File: src/rtl/instr_queue_if.sv
// Fetcher/decoder handshake bundle for the instruction queue.
interface instr_queue_if;
   logic        push_from_fetcher;
   logic [31:0] pc_from_fetcher;
   logic [31:0] instr_from_fetcher;
   logic        full_to_fetcher;
   logic        pop_from_dc;
   logic        clear_from_rob;
   logic        is_empty_to_dc;
   logic [31:0] pc_to_dc;
   logic [31:0] instr_to_dc;

   // Queue side.
   modport slave (
      input  push_from_fetcher,
      input  pc_from_fetcher,
      input  instr_from_fetcher,
      output full_to_fetcher,
      input  pop_from_dc,
      input  clear_from_rob,
      output is_empty_to_dc,
      output pc_to_dc,
      output instr_to_dc
   );

   // Fetcher / decoder / ROB side.
   modport master (
      output push_from_fetcher,
      output pc_from_fetcher,
      output instr_from_fetcher,
      input  full_to_fetcher,
      output pop_from_dc,
      output clear_from_rob,
      input  is_empty_to_dc,
      input  pc_to_dc,
      input  instr_to_dc
   );
endinterface

File: src/rtl/instr_queue.sv
// Circular first-word-fall-through queue of {pc, instr} between fetch and decode.
// Validity is defined only by head/tail/count; storage is never cleared.
module instr_queue #(
   parameter int DEPTH      = 16,
   parameter int ADDR_WIDTH = 4
) (
   input  logic          clk,
   input  logic          rst,
   instr_queue_if.slave  q
);

   localparam logic [ADDR_WIDTH:0] DEPTH_CNT = (ADDR_WIDTH+1)'(DEPTH);

   logic [ADDR_WIDTH-1:0] head_q, head_d;
   logic [ADDR_WIDTH-1:0] tail_q, tail_d;
   logic [ADDR_WIDTH:0]   count_q, count_d;
   logic [63:0]           mem_q [DEPTH];
   logic [63:0]           head_entry;
   logic                  full, empty;
   logic                  push_ok, pop_ok;

   // Status comes from the registered count only, so no input reaches an output.
   always_comb begin
      full       = (count_q == DEPTH_CNT);
      empty      = (count_q == '0);
      head_entry = mem_q[head_q];
   end

   // Accept/flush decisions and next pointer/count values; flush wins over everything.
   always_comb begin
      push_ok = rst && q.push_from_fetcher && !full  && !q.clear_from_rob;
      pop_ok  = rst && q.pop_from_dc       && !empty && !q.clear_from_rob;
      head_d  = head_q;
      tail_d  = tail_q;
      count_d = count_q;
      if (q.clear_from_rob) begin
         head_d  = '0;
         tail_d  = '0;
         count_d = '0;
      end else begin
         if (push_ok) tail_d = tail_q + 1'b1;
         if (pop_ok)  head_d = head_q + 1'b1;
         case ({push_ok, pop_ok})
            2'b10:   count_d = count_q + 1'b1;
            2'b01:   count_d = count_q - 1'b1;
            default: count_d = count_q;
         endcase
      end
   end

   // Pointer and occupancy registers, cleared asynchronously.
   always_ff @(posedge clk or negedge rst) begin
      if (!rst) begin
         head_q  <= '0;
         tail_q  <= '0;
         count_q <= '0;
      end else begin
         head_q  <= head_d;
         tail_q  <= tail_d;
         count_q <= count_d;
      end
   end

   // Entry storage; contents are meaningful only between head and tail.
   always_ff @(posedge clk) begin
      if (push_ok) mem_q[tail_q] <= {q.pc_from_fetcher, q.instr_from_fetcher};
   end

   // Head entry falls through; forced to zero when nothing is valid.
   always_comb begin
      q.full_to_fetcher = full;
      q.is_empty_to_dc  = empty;
      q.pc_to_dc        = empty ? 32'h0 : head_entry[63:32];
      q.instr_to_dc     = empty ? 32'h0 : head_entry[31:0];
   end

endmodule

File: src/flat_wrapper.sv
// flat-port wrapper written by rule: the top's interface ports become plain ports
module instr_queue_flat 
#(
   parameter int DEPTH      = 16,
   parameter int ADDR_WIDTH = 4
)
  (clk, rst, q_push_from_fetcher, q_pc_from_fetcher, q_instr_from_fetcher, q_full_to_fetcher, q_pop_from_dc, q_clear_from_rob, q_is_empty_to_dc, q_pc_to_dc, q_instr_to_dc);
  instr_queue_if q_i ();
  input  logic clk;
  input  logic rst;
  input wire logic [$bits(q_i.push_from_fetcher)-1:0] q_push_from_fetcher;
  input wire logic [$bits(q_i.pc_from_fetcher)-1:0] q_pc_from_fetcher;
  input wire logic [$bits(q_i.instr_from_fetcher)-1:0] q_instr_from_fetcher;
  output wire logic [$bits(q_i.full_to_fetcher)-1:0] q_full_to_fetcher;
  input wire logic [$bits(q_i.pop_from_dc)-1:0] q_pop_from_dc;
  input wire logic [$bits(q_i.clear_from_rob)-1:0] q_clear_from_rob;
  output wire logic [$bits(q_i.is_empty_to_dc)-1:0] q_is_empty_to_dc;
  output wire logic [$bits(q_i.pc_to_dc)-1:0] q_pc_to_dc;
  output wire logic [$bits(q_i.instr_to_dc)-1:0] q_instr_to_dc;
  assign q_i.push_from_fetcher = q_push_from_fetcher;
  assign q_i.pc_from_fetcher = q_pc_from_fetcher;
  assign q_i.instr_from_fetcher = q_instr_from_fetcher;
  assign q_full_to_fetcher = q_i.full_to_fetcher;
  assign q_i.pop_from_dc = q_pop_from_dc;
  assign q_i.clear_from_rob = q_clear_from_rob;
  assign q_is_empty_to_dc = q_i.is_empty_to_dc;
  assign q_pc_to_dc = q_i.pc_to_dc;
  assign q_instr_to_dc = q_i.instr_to_dc;
  instr_queue #(.DEPTH(DEPTH), .ADDR_WIDTH(ADDR_WIDTH)) u_core (.clk(clk), .rst(rst), .q(q_i));
endmodule
File: config.mk
export PLATFORM = sky130hd
export DESIGN_NAME = instr_queue_flat
export DESIGN_NICKNAME = d
export VERILOG_FILES = /design/src/rtl/instr_queue_if.sv /design/src/rtl/instr_queue.sv /design/src/flat_wrapper.sv
export SDC_FILE = /design/constraint.sdc
export NUM_CORES = 1
export LEC_CHECK = 0
export ABC_AREA = 1
export CAP_MARGIN = 10
export CELL_PAD_IN_SITES_DETAIL_PLACEMENT = 0
export CELL_PAD_IN_SITES_GLOBAL_PLACEMENT = 1
export CORE_UTILIZATION = 29
export DETAILED_ROUTE_END_ITERATION = 10
export GPL_TIMING_DRIVEN = 0
export PLACE_DENSITY_LB_ADDON = 0.1
export SYNTH_ARGS = -nofsm -noshare
export SYNTH_HDL_FRONTEND = slang
export SYNTH_SLANG_ARGS = --single-unit
File: constraint.sdc
create_clock -name clk -period 4.9 [get_ports clk]
set_input_delay 0.98 -clock clk [delete_from_list [all_inputs] [get_ports clk]]
set_output_delay 0.98 -clock clk [all_outputs]
set_load 0.005 [all_outputs]
# Yosys cells after proc, flatten, opt, wreduce, memory -nomap -nowiden
# Memories as Yosys holds them, arrays and structs flattened.
# Index checks and enable logic that the tools add are counted.
# totals
regBits	13
ram_bits	1024
input_bits	69
mem_count	1
# mem_list
name	depth	width	read_ports	rd_ports_with_merged_regs	write_ports	line	source
u_core.mem_q	16	64	1	0	1	instr_queue.sv:17	logic [63:0] mem_q [DEPTH];
# classes
add_sub_neg	4
n_eq_ne	3
muxes	10
n_reduce_logical	13
# op_table
cell	n
$mux 32	2
$mux 4	4
$pmux 5 s2	1
$add 4x1->4 const B	2
$logic_and 1x1->1	6
$add 5x1->5 const B	1
$eq 5x5->1 const B	1
$logic_not 5->1	1
$mux 5	1
$sub 5x1->5 const B	1
$reduce_bool 2->1	2
$logic_not 1->1	3
$reduce_bool 3->1	1
$eq 2x1->1 const B	1
$eq 2x2->1 const B	1
$mux 1	2

# Logic depth before layout (Yosys ltp)
# Gate-level depths: netlist of the first run.
# depth
ltp_word	7
ltp_mapped	15
mapped_depth_nobuf	15

# Worst setup path before layout of the first run
# Ideal clock, no wire load.
# synth_timing
path_type	input-to-reg
from	input port q_clear_from_rob
to	memory u_core.mem_q[11][0], enable pin
arrival_ns	4.265
slack_ns	0.148
stages	4
path_cell_list	inv_1 clkbuf_1 nand3_1 nor2_1
# synth_via
elab_chain_cells	4
# synth_rtl
item	line	source
from (decl)	flat_wrapper.sv:16	input wire logic [$bits(q_i.clear_from_rob)-1:0] q_clear_from_rob;
$logic_not 1->1	instr_queue.sv:31	push_ok = rst && q.push_from_fetcher && !full && !q.clear_from_rob;
$logic_and 1x1->1	instr_queue.sv:31	
$mux 1	instr_queue.sv:66	if (push_ok) mem_q[tail_q] <= {q.pc_from_fetcher, q.instr_from_fetcher};
$mux 1 (implied by the code)	instr_queue.sv:66	
to (decl)	instr_queue.sv:17	
# Every way passes these cells.

# Worst setup path in the final report of the first run
# layout_timing
from	register u_core.head_q[2]
to	output port q_instr_to_dc[25]
# layout_via
elab_chain_cells	2
# layout_rtl
item	line	source
from (decl)	instr_queue.sv:14	logic [ADDR_WIDTH-1:0] head_q, head_d;
from (signal assigned)	instr_queue.sv:54	head_q <= '0;
from (signal assigned)	instr_queue.sv:58	head_q <= head_d;
$mem_v2 16x64	n/a	
$mux 32	instr_queue.sv:74	q.instr_to_dc = empty ? 32'h0 : head_entry[31:0];
to (decl)	flat_wrapper.sv:19	output wire logic [$bits(q_i.instr_to_dc)-1:0] q_instr_to_dc;
# Every way passes these cells.

==> results.json, run 1 <==
{
  "synthCells": 2858,
  "drc": 0,
  "antenna_found_initial": 7,
  "fmax_ghz": 0.206,
  "vdd_drop_max_v": 0.000268,
  "place_hpwl_microns": 103000,
  "io_buffers": 134,
  "outcome": "complete, no violations",
  "path_cells": "clkbuf_2 > clkbuf_1 > o211ai_1 > a21oi_1 > clkdlybuf4s50_1",
  "cellLeakagePower_nw": 15.5,
  "ys_warn_count": 0,
  "end_kind": "primary output",
  "power.total_mw": 22.3,
  "drtPass1Iterations": 5,
  "hold_class": "reg -> reg",
  "clockRootBuffer": "clkbuf_16",
  "tritoncts": "built",
  "cp.required_ns": 3.92,
  "grt_max_degree": 24,
  "grt_overflow_total": 0,
  "ctsHoldBuffers": 0,
  "cp_slowest_stage_delay_ns": 0.77,
  "worst-setup-path-type": "reg -> out",
  "vias_per_cell": 5.28,
  "drv_slew": 0,
  "drive_gt1_frac": 0.129,
  "setup_violations": 0,
  "avgRoutedWirePerCell_microns": 30.6,
  "synth_nets": 2934,
  "row_count": 136,
  "start_kind": "register",
  "die-height_microns": 376,
  "start_util": 0.294,
  "worst_hold_slack_ns": 0.546,
  "io_pins": 135,
  "crit_fanout": 10,
  "gr-usage-all-layers": 0.219,
  "grt_pass1_vias": 27205,
  "cts_htree_levels": 3,
  "power.density_mw_per_mm2": 451,
  "grt_pass1_wl_microns": 216000,
  "place_area_sq_mm": 0.0455,
  "yosysUniqueCellTypes": 33,
  "startpoint": "u_core.head_q[2]$_DFFE_PN0P_",
  "dp.cells": 4908,
  "vias": 27141,
  "numClockSinks": 1037,
  "worst_pin_slew_ns": 1.13,
  "max_slew_margin": 0.245,
  "min_period_over_period": 0.988,
  "fin_worst_skew_ns": 0.0328,
  "rsz0062_at_grt": "true",
  "gp_congestion": 0.759,
  "fin_nets": 3243,
  "area_growth_pct": 21.9,
  "drt_iter0_drc": 2590,
  "drt_wl_total_microns": 157000,
  "drv_cap": 0,
  "min_from": "u_core.count_q[3]$_DFFE_PN0P_",
  "synth_seq_cells": 1037,
  "synth-seq-area-share": 0.766,
  "clock_path_buffers": 3,
  "layout.cells.non_filler": 5136,
  "fin_tns_setup_ns": 0,
  "min_period_ns": 4.84,
  "design_area_sq_mm": 0.0495,
  "cts_buffers": 121,
  "cpMaxStageDelayCell": "clkbuf_1",
  "critPathBufInv": 3,
  "fp.coreArea_sq_mm": 0.138,
  "die-area_sq_mm": 0.141,
  "hold_viol_final": 0,
  "syn_area_sq_mm": 0.0406,
  "avgSynthCellArea_sq_um": 14.2,
  "r2r-start": "u_core.count_q[0]$_DFFE_PN0P_",
  "path_clk_slew_ns": 0.06,
  "ant_nets": 0,
  "path_delay_family": "buffers and inverters",
  "die_w_microns": 376,
  "insertion_delay_ns": 0.75,
  "worstPathArrival_ns": 3.86
}
[placed cells by master, fill, tap and decap left out, drive strengths merged]
cell	instances
edfxtp	1024
nor2	537
o21ai	526
clkbuf	281
o221ai	179
buf	141
clkdlybuf4s50	134
o211ai	77
o22ai	77
nand3	69
a21oi	67
clkinv	56
nand2	35
inv	25
dfrtp	13
bufinv	9
diode	7
ha	7
clkinvlp	3
nor3	2
clkdlybuf4s15	1
o21bai	1
xor2	1
nand3b	1
[synth_stat cells, drive strengths merged]
cell | n | area [sq um]
a21oi | 67 | 335
buf | 87 | 627
clkbuf | 132 | 497
dfrtp | 13 | 325
edfxtp | 1024 | 30700
ha | 7 | 87.6
inv | 23 | 96.4
nand2 | 35 | 149
nand3 | 69 | 368
nand3b | 1 | 7.51
nor2 | 537 | 2050
nor3 | 2 | 10.0
o211ai | 77 | 578
o21ai | 526 | 2630
o21bai | 1 | 7.51
o221ai | 179 | 1570
o22ai | 77 | 482
xor2 | 1 | 8.76
[flip-flops by register name, indices dropped and copies added, names as in the netlist]
register / cells
u_core.mem_q: 1024
u_core.head_q: 4
u_core.tail_q: 4
u_core.count_q: 5
[where the power goes]
group | switching, mW | internal, mW
registers | 0.0279 | 9.80
clock network | 3.63 | 5.08
logic | 2.58 | 1.19
[what timing repair did]
item	in CTS	in global routing
buffers inserted	0	0
resized for setup	66	48
endpoints found under the setup margin	62	26
[cell type report]
type	count	area (sq um)
Inverter	23	96.3
Clock buffer	152	3230
Tap cell	1863	2330
Clock inverter	70	562
Buffer	218	1230
Antenna cell	7	17.5
Fill cell	13275	88700
Sequential cell	1037	31100
Multi-Input combinational cell	1579	8480
Timing Repair Buffer	187	2440
[path summary, 6_finish.rpt]
check	endpoint	slack (ns)	cells past startpoint
hold / removal	u_core.count_q[3]$_DFFE_PN0P_	0.55	2
hold reg to reg	u_core.count_q[3]$_DFFE_PN0P_	0.55	2
max in group asynchronous	u_core.tail_q[2]$_DFFE_PN0P_	3.67	1
min in group asynchronous	u_core.tail_q[1]$_DFFE_PN0P_	0.71	1
setup / recovery	q_instr_to_dc[25]	0.06	5
setup reg to reg	u_core.mem_q[0][27]$_DFFE_PP_	2.23	8
[logic make-up (layout without fill, tap and decap cells)]
| logic type | after synthesis | in the layout | share of synthesized area |
|---|---|---|---|
| flops | 1037 | 1037 | 0.766 |
| compound gates | 927 | 927 | 0.138 |
| simple gates | 644 | 644 | 0.0636 |
| buf+inv | 242 | 650 | 0.0301 |
| fa+ha+maj | 7 | 7 | 0.00216 |
| xor+xnor | 1 | 1 | 0.000216 |
| other cells | 0 | 7 | 0 |
[worst reg2reg max path: stages (launching register included)]
cell	delay [ns]
dfrtp_1	0.45
nor2_2	0.09
nand3_2	0.10
nand2_4	0.08
inv_4	0.12
nand2_1	0.25
nor2_4	0.68
buf_12	0.28
buf_12	0.26
[per-stage QoR]
stage / setup slack [ns] / util
2_1_floorplan: 0.148 / -
3_3_place_gp: -5.57 / 0.320
3_5_place_dp: -0.211 / 0.329
4_1_cts: -0.0103 / 0.358
5_1_grt: -0.00607 / 0.358
6_report: 0.0566 / 0.358
[layer usage]
metal  up-vias  GRT usage  wire length (microns)  part of all wire
met5         -          0                     16           0.00010
met4         2     0.0721                   4490             0.029
met1     14138      0.303                  68900              0.44
met2      1076      0.354                  73400              0.47
li1      11683          -                      -                 -
met3       242     0.0301                  10100             0.064
Power figures use the tool's default switching activity.
==> run 2, diff against run 1 <==
--- a/config.mk
+++ b/config.mk
@@ -6,13 +6,15 @@
 export NUM_CORES = 1
 export LEC_CHECK = 0
 export ABC_AREA = 1
+export ABC_CLOCK_PERIOD_IN_PS = 4900
 export CAP_MARGIN = 10
 export CELL_PAD_IN_SITES_DETAIL_PLACEMENT = 0
 export CELL_PAD_IN_SITES_GLOBAL_PLACEMENT = 1
-export CORE_UTILIZATION = 29
+export CORE_UTILIZATION = 51
 export DETAILED_ROUTE_END_ITERATION = 10
 export GPL_TIMING_DRIVEN = 0
 export PLACE_DENSITY_LB_ADDON = 0.1
+export RECOVER_POWER = 100
 export SYNTH_ARGS = -nofsm -noshare
 export SYNTH_HDL_FRONTEND = slang
 export SYNTH_SLANG_ARGS = --single-unit
==> results.json, run 2 (synthesis gave the netlist of run 1 again) <==
{
  "outcome": "finished with violations",
  "violations": "max-capacitance violations, max-slew violations, negative setup slack",
  "grt_pass1_vias": 27228,
  "dp.cells": 4095,
  "worstPathArrival_ns": 4.01,
  "antenna_found_initial": 7,
  "cts_htree_levels": 3,
  "drtPass1Iterations": 6,
  "final_cell_mix": "1024 x edfxtp_1, 532 x nor2_1, 454 x o21ai_0",
  "wl_met1_microns": 52000,
  "hold_class": "reg -> reg",
  "drive_gt1_frac": 0.0888,
  "largest_reg_flops": 1024,
  "wl_met3_microns": 14900,
  "cts_setup_buffers": 0,
  "vias_per_cell": 6.50,
  "vias": 27849,
  "die-area_sq_mm": 0.0807,
  "path_clk_slew_ns": 0.06,
  "drc": 0,
  "netSwitchingFraction": 0.270,
  "fin_worst_skew_ns": 0.0158,
  "route.met2.wl_microns": 62900,
  "cellLeakagePower_nw": 15.0,
  "max_slew_margin": -0.692,
  "place_area_sq_mm": 0.0445,
  "power.density_mw_per_mm2": 441,
  "layout.cells.non_filler": 4282,
  "io_pins": 135,
  "cts_buffers": 103,
  "hold_viol_final": 0,
  "power_frac_seq": 0.474,
  "area_growth_pct": 16.0,
  "design_area_sq_mm": 0.0471,
  "die-height_microns": 284,
  "fin_nets": 3225,
  "largest-register": "u_core.mem_q",
  "internal_power_mw": 15.1,
  "gr-usage-all-layers": 0.330,
  "power_frac_comb": 0.165,
  "fp.coreArea_sq_mm": 0.0789,
  "worst-setup-path-type": "reg -> out",
  "clock_path_buffers": 3,
  "grt_pass1_wl_microns": 189000,
  "insertion_delay_ns": 0.66,
  "final_common_cell": "edfxtp_1",
  "highest_layer": "met5",
  "final_util": 0.597,
  "io_buffers": 134,
  "crit_fanout": 10,
  "tritoncts": "built",
  "gp_congestion": 0.822,
  "drv_slew": 169,
  "drt_wl_total_microns": 135000,
  "start_util": 0.514,
  "min_period_ns": 4.99,
  "avgRoutedWirePerCell_microns": 31.5,
  "vdd_drop_max_v": 0.000253,
  "numClockSinks": 1037,
  "fmax_ghz": 0.200,
  "clock_power_share": 0.361,
  "place_hpwl_microns": 86800,
  "min_period_over_period": 1.02,
  "antenna_cells": 0,
  "ctsHoldBuffers": 0,
  "worst_pin_slew_ns": 2.53,
  "row_count": 103,
  "die_w_microns": 284,
  "end_kind": "primary output",
  "start_kind": "register",
  "setup_violations": 6,
  "grt_max_degree": 24,
  "net-switching-power_mw": 5.61,
  "ant_nets": 0,
  "clockRootBuffer": "clkbuf_16",
  "fin_ws_ns": -0.0900,
  "grt_overflow_total": 0,
  "drt_iter0_drc": 4022,
  "reg_top3": "u_core.mem_q (1024), u_core.count_q (5)",
  "cp.required_ns": 3.92,
  "drv_cap": 13,
  "rsz0062_at_grt": "false",
  "cts_resized": 6
}
-- run 2: final cells by class --
type | instances | area, sq um
Sequential cell | 1037 | 31100
Timing Repair Buffer | 187 | 2070
Tap cell | 1050 | 1310
Clock inverter | 48 | 394
Buffer | 218 | 1140
Fill cell | 6177 | 31800
Clock buffer | 140 | 2730
Inverter | 23 | 98.8
Multi-Input combinational cell | 1579 | 8250
-- run 2: worst max-delay path, stage by stage (launching register included) --
cell and delay, ns:
dfrtp_1 0.43, inv_1 0.12, clkbuf_1 0.66, clkbuf_1 0.89, o211ai_1 0.30, a21oi_1 0.36, clkdlybuf4s50_1 0.57
-- run 2: layer usage --
metal / up-vias / track usage
met5: - / 0
met4: 4 / 0.130
met3: 299 / 0.0583
met2: 1856 / 0.520
met1: 14067 / 0.458
li1: 11623 / -
-- run 2: final timing paths --
kind,endpoint,start,cells after the start,slack [ns]
max reg2reg,u_core.mem_q[5][32]$_DFFE_PP_,u_core.count_q[0]$_DFFE_PN0P_,8,1.17
min,u_core.count_q[3]$_DFFE_PN0P_,u_core.count_q[3]$_DFFE_PN0P_,2,0.52
min in group asynchronous,u_core.head_q[3]$_DFFE_PN0P_,rst,1,0.83
min reg2reg,u_core.count_q[3]$_DFFE_PN0P_,u_core.count_q[3]$_DFFE_PN0P_,2,0.52
max,q_pc_to_dc[9],u_core.head_q[3]$_DFFE_PN0P_,6,-0.09
max in group asynchronous,u_core.tail_q[1]$_DFFE_PN0P_,rst,1,3.58
-- run 2: metrics by stage --
| step | worst slack (ns) | total power [mW] | TNS [ns] | hold slack (ns) |
|---|---|---|---|---|
| after floorplan | 0.148 | 11.5 | 0 | 0.498 |
| after global placement | -4.72 | 13.4 | -4482.26 | 0.521 |
| after detailed placement | 0.394 | 13.4 | 0 | 0.522 |
| after CTS | 0.00639 | 20.8 | 0 | 0.538 |
| after global routing | 0.000992 | 21.3 | 0 | 0.545 |
| final | -0.0900 | 20.7 | -0.185 | 0.525 |
-- run 2: power groups by stage --
stage               clock, mW  combinational (mW)  sequential, mW
global route             7.86                3.59            9.82
detailed placement          0                3.43            10.0
global placement            0                3.35            10.0
finish                   7.48                3.43            9.82
floorplan                   0                1.53            10.0
CTS                      7.50                3.44            9.82
